==> src/rtl/i2s_audio_tx.sv <==
// Philips I2S stereo transmitter with one-deep sample holding register.
// Optional I2S_TX_UNDERRUN_ZERO_EN: underrun frames send silence, not a repeat.
module i2s_audio_tx #(
  parameter int AUD_BIT_DEPTH = 24,
  parameter int SLOT_BITS     = 32,
  parameter int BCLK_DIV      = 4
) (
  input  logic                     data_clk,
  input  logic                     reset_data,
  input  logic [AUD_BIT_DEPTH-1:0] lsound_in,
  input  logic [AUD_BIT_DEPTH-1:0] rsound_in,
  input  logic                     sample_valid,
  output logic                     sample_ready,
  input  logic                     underrun_clr,
  output logic                     i2s_bclk,
  output logic                     i2s_lrclk,
  output logic                     i2s_data,
  output logic                     frame_start,
  output logic                     underrun
);

  localparam int FRAME_BITS = 2 * SLOT_BITS;
  localparam int DIV_W = (BCLK_DIV > 1) ? $clog2(BCLK_DIV) : 1;
  localparam int BIT_W = $clog2(FRAME_BITS);
  localparam logic [DIV_W-1:0] DIV_LAST = DIV_W'(BCLK_DIV - 1);
  localparam logic [BIT_W-1:0] BIT_LAST = BIT_W'(FRAME_BITS - 1);
  localparam logic [BIT_W-1:0] BIT_SLOT = BIT_W'(SLOT_BITS);

  logic [DIV_W-1:0]         div_cnt_q, div_cnt_d;
  logic                     bclk_q, bclk_d;
  logic [BIT_W-1:0]         bit_cnt_q, bit_cnt_d;
  logic                     lrclk_q, lrclk_d;
  logic                     data_q, data_d;
  logic [FRAME_BITS-1:0]    shreg_q, shreg_d;
  logic                     fs_q, fs_d;
  logic                     underrun_q, underrun_d;
  logic                     hold_full_q, hold_full_d;
  logic [AUD_BIT_DEPTH-1:0] hold_l_q, hold_l_d;
  logic [AUD_BIT_DEPTH-1:0] hold_r_q, hold_r_d;
  logic [AUD_BIT_DEPTH-1:0] last_l_q, last_l_d;
  logic [AUD_BIT_DEPTH-1:0] last_r_q, last_r_d;

  logic                     div_wrap;
  logic                     fall_tick;
  logic                     load;
  logic                     accept;
  logic                     ld_sample;
  logic [AUD_BIT_DEPTH-1:0] ld_l, ld_r;
  logic [SLOT_BITS-1:0]     slot_l, slot_r;

  assign sample_ready = !hold_full_q;
  assign accept       = sample_valid && !hold_full_q;

  assign i2s_bclk    = bclk_q;
  assign i2s_lrclk   = lrclk_q;
  assign i2s_data    = data_q;
  assign frame_start = fs_q;
  assign underrun    = underrun_q;

  always_comb begin
    div_wrap  = (div_cnt_q == DIV_LAST);
    fall_tick = div_wrap && bclk_q;
    load      = fall_tick && (bit_cnt_q == BIT_LAST);
    div_cnt_d = div_wrap ? '0 : div_cnt_q + DIV_W'(1);
    bclk_d    = div_wrap ? !bclk_q : bclk_q;
  end

  // Hold and bypass are exclusive since bypass needs an empty hold
  always_comb begin
    ld_sample = 1'b0;
    ld_l      = last_l_q;
    ld_r      = last_r_q;
    unique case (1'b1)
      hold_full_q: begin
        ld_sample = 1'b1;
        ld_l      = hold_l_q;
        ld_r      = hold_r_q;
      end
      accept: begin
        ld_sample = 1'b1;
        ld_l      = lsound_in;
        ld_r      = rsound_in;
      end
      default: begin
`ifdef I2S_TX_UNDERRUN_ZERO_EN
        ld_l = '0;
        ld_r = '0;
`else
        ld_l = last_l_q;
        ld_r = last_r_q;
`endif
      end
    endcase
  end

  always_comb begin
    slot_l = '0;
    slot_r = '0;
    slot_l[SLOT_BITS-1 -: AUD_BIT_DEPTH] = ld_l;
    slot_r[SLOT_BITS-1 -: AUD_BIT_DEPTH] = ld_r;
  end

  // Data takes the pre-shift MSB, giving the one-BCLK I2S delay
  always_comb begin
    bit_cnt_d = bit_cnt_q;
    lrclk_d   = lrclk_q;
    data_d    = data_q;
    shreg_d   = shreg_q;
    fs_d      = 1'b0;
    if (fall_tick) begin
      bit_cnt_d = load ? '0 : bit_cnt_q + BIT_W'(1);
      lrclk_d   = (bit_cnt_d >= BIT_SLOT);
      data_d    = shreg_q[FRAME_BITS-1];
      shreg_d   = load ? {slot_l, slot_r}
                       : {shreg_q[FRAME_BITS-2:0], 1'b0};
      fs_d      = load;
    end
  end

  always_comb begin
    hold_full_d = hold_full_q;
    hold_l_d    = hold_l_q;
    hold_r_d    = hold_r_q;
    last_l_d    = last_l_q;
    last_r_d    = last_r_q;
    underrun_d  = underrun_q;
    if (underrun_clr)
      underrun_d = 1'b0;
    if (load) begin
      if (ld_sample) begin
        last_l_d = ld_l;
        last_r_d = ld_r;
      end else begin
        underrun_d = 1'b1;
      end
      hold_full_d = 1'b0;
    end else if (accept) begin
      hold_full_d = 1'b1;
      hold_l_d    = lsound_in;
      hold_r_d    = rsound_in;
    end
  end

  always_ff @(posedge data_clk or posedge reset_data) begin
    if (reset_data) begin
      div_cnt_q   <= '0;
      bclk_q      <= 1'b0;
      bit_cnt_q   <= BIT_LAST;
      lrclk_q     <= 1'b1;
      data_q      <= 1'b0;
      shreg_q     <= '0;
      fs_q        <= 1'b0;
      underrun_q  <= 1'b0;
      hold_full_q <= 1'b0;
      hold_l_q    <= '0;
      hold_r_q    <= '0;
      last_l_q    <= '0;
      last_r_q    <= '0;
    end else begin
      div_cnt_q   <= div_cnt_d;
      bclk_q      <= bclk_d;
      bit_cnt_q   <= bit_cnt_d;
      lrclk_q     <= lrclk_d;
      data_q      <= data_d;
      shreg_q     <= shreg_d;
      fs_q        <= fs_d;
      underrun_q  <= underrun_d;
      hold_full_q <= hold_full_d;
      hold_l_q    <= hold_l_d;
      hold_r_q    <= hold_r_d;
      last_l_q    <= last_l_d;
      last_r_q    <= last_r_d;
    end
  end

endmodule

==> config.mk <==
export PLATFORM = sky130hd
export DESIGN_NAME = i2s_audio_tx
export DESIGN_NICKNAME = d
export VERILOG_FILES = /design/src/rtl/i2s_audio_tx.sv
export SDC_FILE = /design/constraint.sdc
export NUM_CORES = 1
export LEC_CHECK = 0
export BUFFER_PORTS_ARGS = -buffer_cell sky130_fd_sc_hd__buf_2
export CAP_MARGIN = 0
export CORE_MARGIN = 5
export CORE_UTILIZATION = 63
export CTS_BUF_LIST = sky130_fd_sc_hd__clkbuf_8
export DETAILED_ROUTE_END_ITERATION = 8
export PLACE_DENSITY = 0.83
export SLEW_MARGIN = 25
export SYNTH_ARGS = -nofsm -noshare
export SYNTH_HDL_FRONTEND = slang
export SYNTH_SLANG_ARGS = --single-unit
==> constraint.sdc <==
create_clock -name data_clk -period 6.64 [get_ports data_clk]
set_clock_uncertainty 0.15 [all_clocks]
set_input_delay 1.328 -clock data_clk [delete_from_list [all_inputs] [get_ports data_clk]]
set_output_delay 1.328 -clock data_clk [all_outputs]
set_load 0.02 [all_outputs]
==> out/qor.yml, run 1 <==
outcome: "complete, no violations"
core.rowCount: 41
diodes: 0
ys_seq_area_frac: 0.509
crit_arrival_ns: 2.09
grt_first_pass_wirelength_um: 29500
grt_max_degree: 109
placed_cells: 886
tns_ns: 0
drt-initial-drc-count: 589
htreeDepth: 4
synth_edf_count: 0
num-nets-final: 787
clk_latency_ns: 0.45
fmaxAchievable_mhz: 280
synth.distinct_cells: 36
rsz0062_at_grt: "false"
io_pins: 58
hold_class: "reg -> reg"
setup_viol: 0
cp-end-kind: "output port"
drv_slew: 0
yosysTopAreaCell: "dfrtp_1"
wl_per_cell_um: 18.9
holdCritStartpoint: "div_cnt_q[0]$_DFF_PP0_"
synth_top_cells_by_area: "dfrtp_1 (49%), mux2_2 (13%), mux2i_1 (6.0%)"
grt_usage: 0.243
relSlewSlack: 0.382
die_area_um2: 15300
maxCapViolCount: 0
clk_path_buf_depth: 2
cts_sinks: 165
syn-cell-area_um2: 8130
core_um2: 12600
viasPerCell: 6.28
antenna_found_initial: 0
cts_root_buffer: "clkbuf_8"
drive_above_1_share: 0.268
die_h_um: 124
worst_ep_required_time_ns: 5.16
cts_tree: "built"
drc: 0
tightest_slew_ns: 0.923
cts_buffers: 17
routed_wl_um: 17400
port_buffers: 57
postCtsHoldBufs: 0
firstDrtPassIters: 5
die_w_um: 124
overflow: 0
finalCritPeriodShare: 0.537
rr_endpoint: "hold_l_q[18]$_DFFE_PP0P_"
synth.ff_latch_count: 165
synthArstFlopShare: 1.00
yosysMostFrequentCell: "dfrtp_1"
post_cts_buffers: 0
synth_top_area_share: 0.489
yosysWarnings: 0
synth_commonest_cells: "dfrtp_1 (159), mux2_2 (92), mux2i_1 (49)"
power.total_mw: 1.99
ir_drop_mv: 0.183
cts.clk_slew.worst_paths_ns: 0.08
p_leak_nw: 3.78
syn_nets: 765
hold_viol: 0
fin_crit_ns: 3.57
startpoint_type: "register"
dp_hpwl_um: 10500
crit_fanout: 40
area_growth_pct: 8.77
min_to: "div_cnt_q[0]$_DFF_PP0_"
grt_pass1_vias: 6083
rr_worst_depth: 5
start_util: 0.644
crit_type: "reg -> out"
fin_cells: 917
r2r_slack_ns: 3.11
synth_ff_type: "dfrtp_1"
min_path_cells: 1
syn_avg_cell_area_um2: 11.4
rr_startpoint: "div_cnt_q[0]$_DFF_PP0_"
cts_resized: 0
p_per_area_nw_per_um2: 225
routed-via-count: 5757
ant_nets: 0
syn-instance-count: 711
gp_congestion: 0.747
[cells by family after synthesis]
family	after synthesis	share of synthesized area
AO/OA/AOI/OAI	177	0.154
XOR/XNOR	3	0.00323
adder cells (fa/ha/maj)	2	0.00308
buffers and inverters	85	0.0477
flip-flops	165	0.509
multiplexers	145	0.193
AND/OR/NAND/NOR	134	0.0900
[power by group]
| part | switching [mW] | total, mW | leakage (nW) | internal (mW) |
|---|---|---|---|---|
| sequential | 0.0206 | 1.06 | 1.90 | 1.04 |
| combinational | 0.0779 | 0.147 | 1.65 | 0.0696 |
| clock | 0.356 | 0.778 | 0.225 | 0.422 |
[worst max path at each step]
stage,from,end,slack (ns),cells after the start
5_1_grt,div_cnt_q[0]$_DFF_PP0_,hold_l_q[18]$_DFFE_PP0P_,2.90,5
3_5_place_dp,sample_valid,hold_r_q[2]$_DFFE_PP0P_,2.91,5
4_1_cts,hold_full_q$_DFFE_PP0P_,sample_ready,3.08,3
3_3_place_gp,sample_valid,hold_r_q[1]$_DFFE_PP0P_,3.00,5
2_1_floorplan,reset_data,div_cnt_q[0]$_DFF_PP0_,0.71,1
6_report,hold_full_q$_DFFE_PP0P_,sample_ready,3.07,3
[critical path: stages, from the launching register on]
cell and delay, ns:
dfrtp_2 0.41, inv_1 0.49, buf_4 0.48, buf_2 0.25
[cell type report]
type	instances	area, um^2
Tap cell	172	215
Fill cell	928	3780
Clock buffer	19	262
Multi-Input combinational cell	461	3630
Inverter	23	93.8
Clock inverter	12	163
Sequential cell	165	4140
Timing Repair Buffer	65	345
[per-stage QoR]
stage	setup WS (ns)	instance area [um^2]	hold slack, ns	util
after floorplan	0.710	8130	0.260	-
after CTS	3.08	8840	0.295	0.700
final	3.07	8840	0.295	0.701
after global placement	3.00	8410	0.267	0.667
after global routing	2.90	8840	0.315	0.701
after detailed placement	2.91	8410	0.284	0.667
[routing by layer]
layer,track usage,share of wire,routed length (um),vias to the layer above
met5,0,0,0,-
met4,0.0824,0.018,321,0
met3,0.0527,0.042,731,29
met2,0.415,0.51,8870,147
met1,0.309,0.43,7440,2942
li1,-,-,-,2639
[cells in the final DEF (no fill, tap or decap), drive strengths merged, types with 2 or more instances in the layout]
cell,netlist,layout
a2111oi,29,29
a21oi,31,31
a22o,2,2
a311o,29,29
a31oi,18,18
and2,30,30
buf,30,65
bufinv,0,4
clkbuf,32,19
clkinv,0,4
dfrtp,159,159
dfstp,6,6
ha,2,2
inv,23,26
mux2,96,96
mux2i,49,49
nand2,29,29
nand2b,18,18
nand3,2,2
nor2,21,21
nor2b,29,29
o2111ai,18,18
o21ai,47,47
xnor2,2,2
[registers in the layout, indices dropped and copies added (netlist names)]
register	count
i2s_data	1
underrun	1
bit_cnt_q	6
shreg_q	56
div_cnt_q	2
hold_l_q	24
frame_start	1
i2s_bclk	1
last_l_q	24
hold_full_q	1
hold_r_q	24
last_r_q	24
No activity file was read; power rests on OpenSTA's default activity.
==> run 2, diff against run 1 <==
clock period = 3.6 ns   (was 6.64 ns; I/O delays follow)
==> run 2 against run 1 <==
Non-clock buffer count is 14 higher. Sequential cell count unchanged. Die area did not move. Sequential power is 85% higher. Largest power group unchanged. First-iteration DRC count decreased by 19%. Sequential share of layout area is 0.093 points lower. Critical path depth is the same. Global-route usage rose by 0.27 points. Utilization increased by 0.14 points.
==> out/qor.yml, run 2 (synthesis results as in run 1) <==
outcome: "complete, no violations"  # unchanged
die_w_um: 124  # unchanged
drt-initial-drc-count: 476  # was 589
post_cts_buffers: 0  # unchanged
grt_pass1_vias: 6081  # was 6083
relSlewSlack: 0.466  # was 0.382
postCtsHoldBufs: 0  # unchanged
fin_cells: 932  # was 917
slowest_stage: "dfrtp_2"  # was inv_1
layout_common_cells: "dfrtp_1 (158), mux2_2 (92), buf_2 (57)"  # unchanged
wl_per_cell_um: 18.8  # was 18.9 um
path_buf_inv: 3  # unchanged
antenna_found_initial: 0  # unchanged
hold_class: "in -> async"  # was reg -> reg
cpPeakStageDelay_ns: 0.78  # was 0.49 ns
grt_usage: 0.246  # was 0.243
cts_tree: "built"  # unchanged
drv_slew: 0  # unchanged
path_cells: "inv_1, buf_4, buf_2"  # unchanged
gp_congestion: 0.750  # was 0.747
top_register: "shreg_q"  # unchanged
fmaxAchievable_mhz: 373
die_h_um: 124  # unchanged
drc: 0  # unchanged
largest_reg_flops: 56  # unchanged
crit_type: "reg -> out"  # unchanged
maxCapViolCount: 0  # unchanged
routed_wl_um: 17500  # was 17400 um
cts_buffers: 17  # unchanged
grt_first_pass_wirelength_um: 29500  # about the same
utilization: 0.702  # was 0.701
cts_resized: 0  # unchanged
io_pins: 58  # unchanged
worst_ep_required_time_ns: 2.73  # was 5.16 ns
area_growth_pct: 8.99  # was 8.77%
clk_path_buf_depth: 2  # unchanged
dp_hpwl_um: 11300  # was 10500 um
ir_drop_mv: 0.277  # was 0.183 mV
cts.clk_slew.worst_paths_ns: 0.08  # about the same
cts_root_buffer: "clkbuf_8"  # unchanged
core.rowCount: 41  # unchanged
start_util: 0.644  # unchanged
cts_sinks: 165  # unchanged
fin_crit_ns: 2.68
tightest_slew_ns: 0.799  # was 0.923 ns
rsz0062_at_grt: "false"  # unchanged
grt_max_degree: 69  # was 109
grtUsageMet3: 0.0622  # was 0.0527
startpoint_type: "register"  # unchanged
timing.final.ws_setup_ns: 0.921  # was 3.07 ns
crit_arrival_ns: 1.81  # was 2.09 ns
rr_startpoint: "bit_cnt_q[1]$_DFFE_PP1P_"  # was div_cnt_q[0]$_DFF_PP0_
ant_nets: 0  # unchanged
tns_ns: 0  # unchanged
setup_viol: 0  # unchanged
clk_latency_ns: 0.45  # about the same
finalCritPeriodShare: 0.744
gr-usage-met1: 0.327  # was 0.309
r2r_slack_ns: 1.05  # was 3.11 ns
htreeDepth: 4  # unchanged
multi_input_area_um2: 3620  # was 3630 um^2
firstDrtPassIters: 5  # unchanged
final_common_cell: "dfrtp_1"  # unchanged
final.fill_count: 936  # was 928
p_per_area_nw_per_um2: 385  # was 225 nW/um^2
final-seq-area_um2: 4140  # unchanged
num-nets-final: 801  # was 787
rr_worst_depth: 6  # was 5
routed-via-count: 5842  # was 5757
drive_above_1_share: 0.274  # was 0.268
dp_slack_ns: 1.08  # was 2.91 ns
grt_use_met2: 0.399  # was 0.415
viasPerCell: 6.27  # was 6.28
rr_endpoint: "last_r_q[15]$_DFFE_PP0P_"  # was hold_l_q[18]$_DFFE_PP0P_
crit_fanout: 41  # was 40
cp-end-kind: "output port"  # unchanged
power.total_mw: 3.41  # was 1.99 mW
p_leak_nw: 3.82  # was 3.78 nW
crit_family: "flip-flops"  # was buffers and inverters
core_um2: 12600  # unchanged
overflow: 0  # unchanged
die_area_um2: 15300  # unchanged
port_buffers: 57  # unchanged
hold_viol: 0  # unchanged
diodes: 0  # unchanged
placed_cells: 900  # was 886
grt.busiest_layer: "met2"  # unchanged
## run 2: cell types whose count changed in the layout (fill, tap and decap cells not counted), sizes merged
cell    change
buf        +14
inv         +4
bufinv      -3
clkbuf      -1
clkinv      +1
## run 2: final cells by class
type                            instances  share of cell area
Clock buffer                           18              0.0280
Clock inverter                         14             0.00960
Inverter                               23              0.0102
Multi-Input combinational cell        461               0.409
Sequential cell                       165               0.467
Tap cell                              172              0.0243
Timing Repair Buffer                   79              0.0522
## run 2: layer usage
metal / wire length, um / part of all wire / vias to the layer above
li1: - / - / 2677
met1: 7590 / 0.43 / 2972
met2: 8720 / 0.50 / 162
met3: 910 / 0.052 / 31
met4: 318 / 0.018 / 0
met5: 0 / 0 / -
## run 2: worst max path at each step
stage | startpoint | endpoint | slack (ns) | cells past startpoint
after floorplan | reset_data | div_cnt_q[0]$_DFF_PP0_ | 0.64 | 1
after global placement | bit_cnt_q[0]$_DFFE_PP1P_ | last_r_q[19]$_DFFE_PP0P_ | 1.15 | 6
after detailed placement | bit_cnt_q[0]$_DFFE_PP1P_ | last_r_q[9]$_DFFE_PP0P_ | 1.08 | 6
after CTS | hold_full_q$_DFFE_PP0P_ | sample_ready | 0.89 | 3
after global routing | hold_full_q$_DFFE_PP0P_ | sample_ready | 0.79 | 3
final | hold_full_q$_DFFE_PP0P_ | sample_ready | 0.92 | 3
## run 2: power by group
group / switching (mW) / internal (mW) / leakage, nW / total [mW]
clock: 0.632 / 0.538 / 0.206 / 1.17
sequential: 0.0376 / 1.93 / 1.90 / 1.96
combinational: 0.146 / 0.132 / 1.72 / 0.278
## run 2: metrics by stage
stage	instance area [um^2]	hold slack [ns]
6_report	8860	0.256
5_1_grt	8860	0.284
4_1_cts	8860	0.259
3_5_place_dp	8530	0.293
3_3_place_gp	8530	0.268
2_1_floorplan	8130	0.260
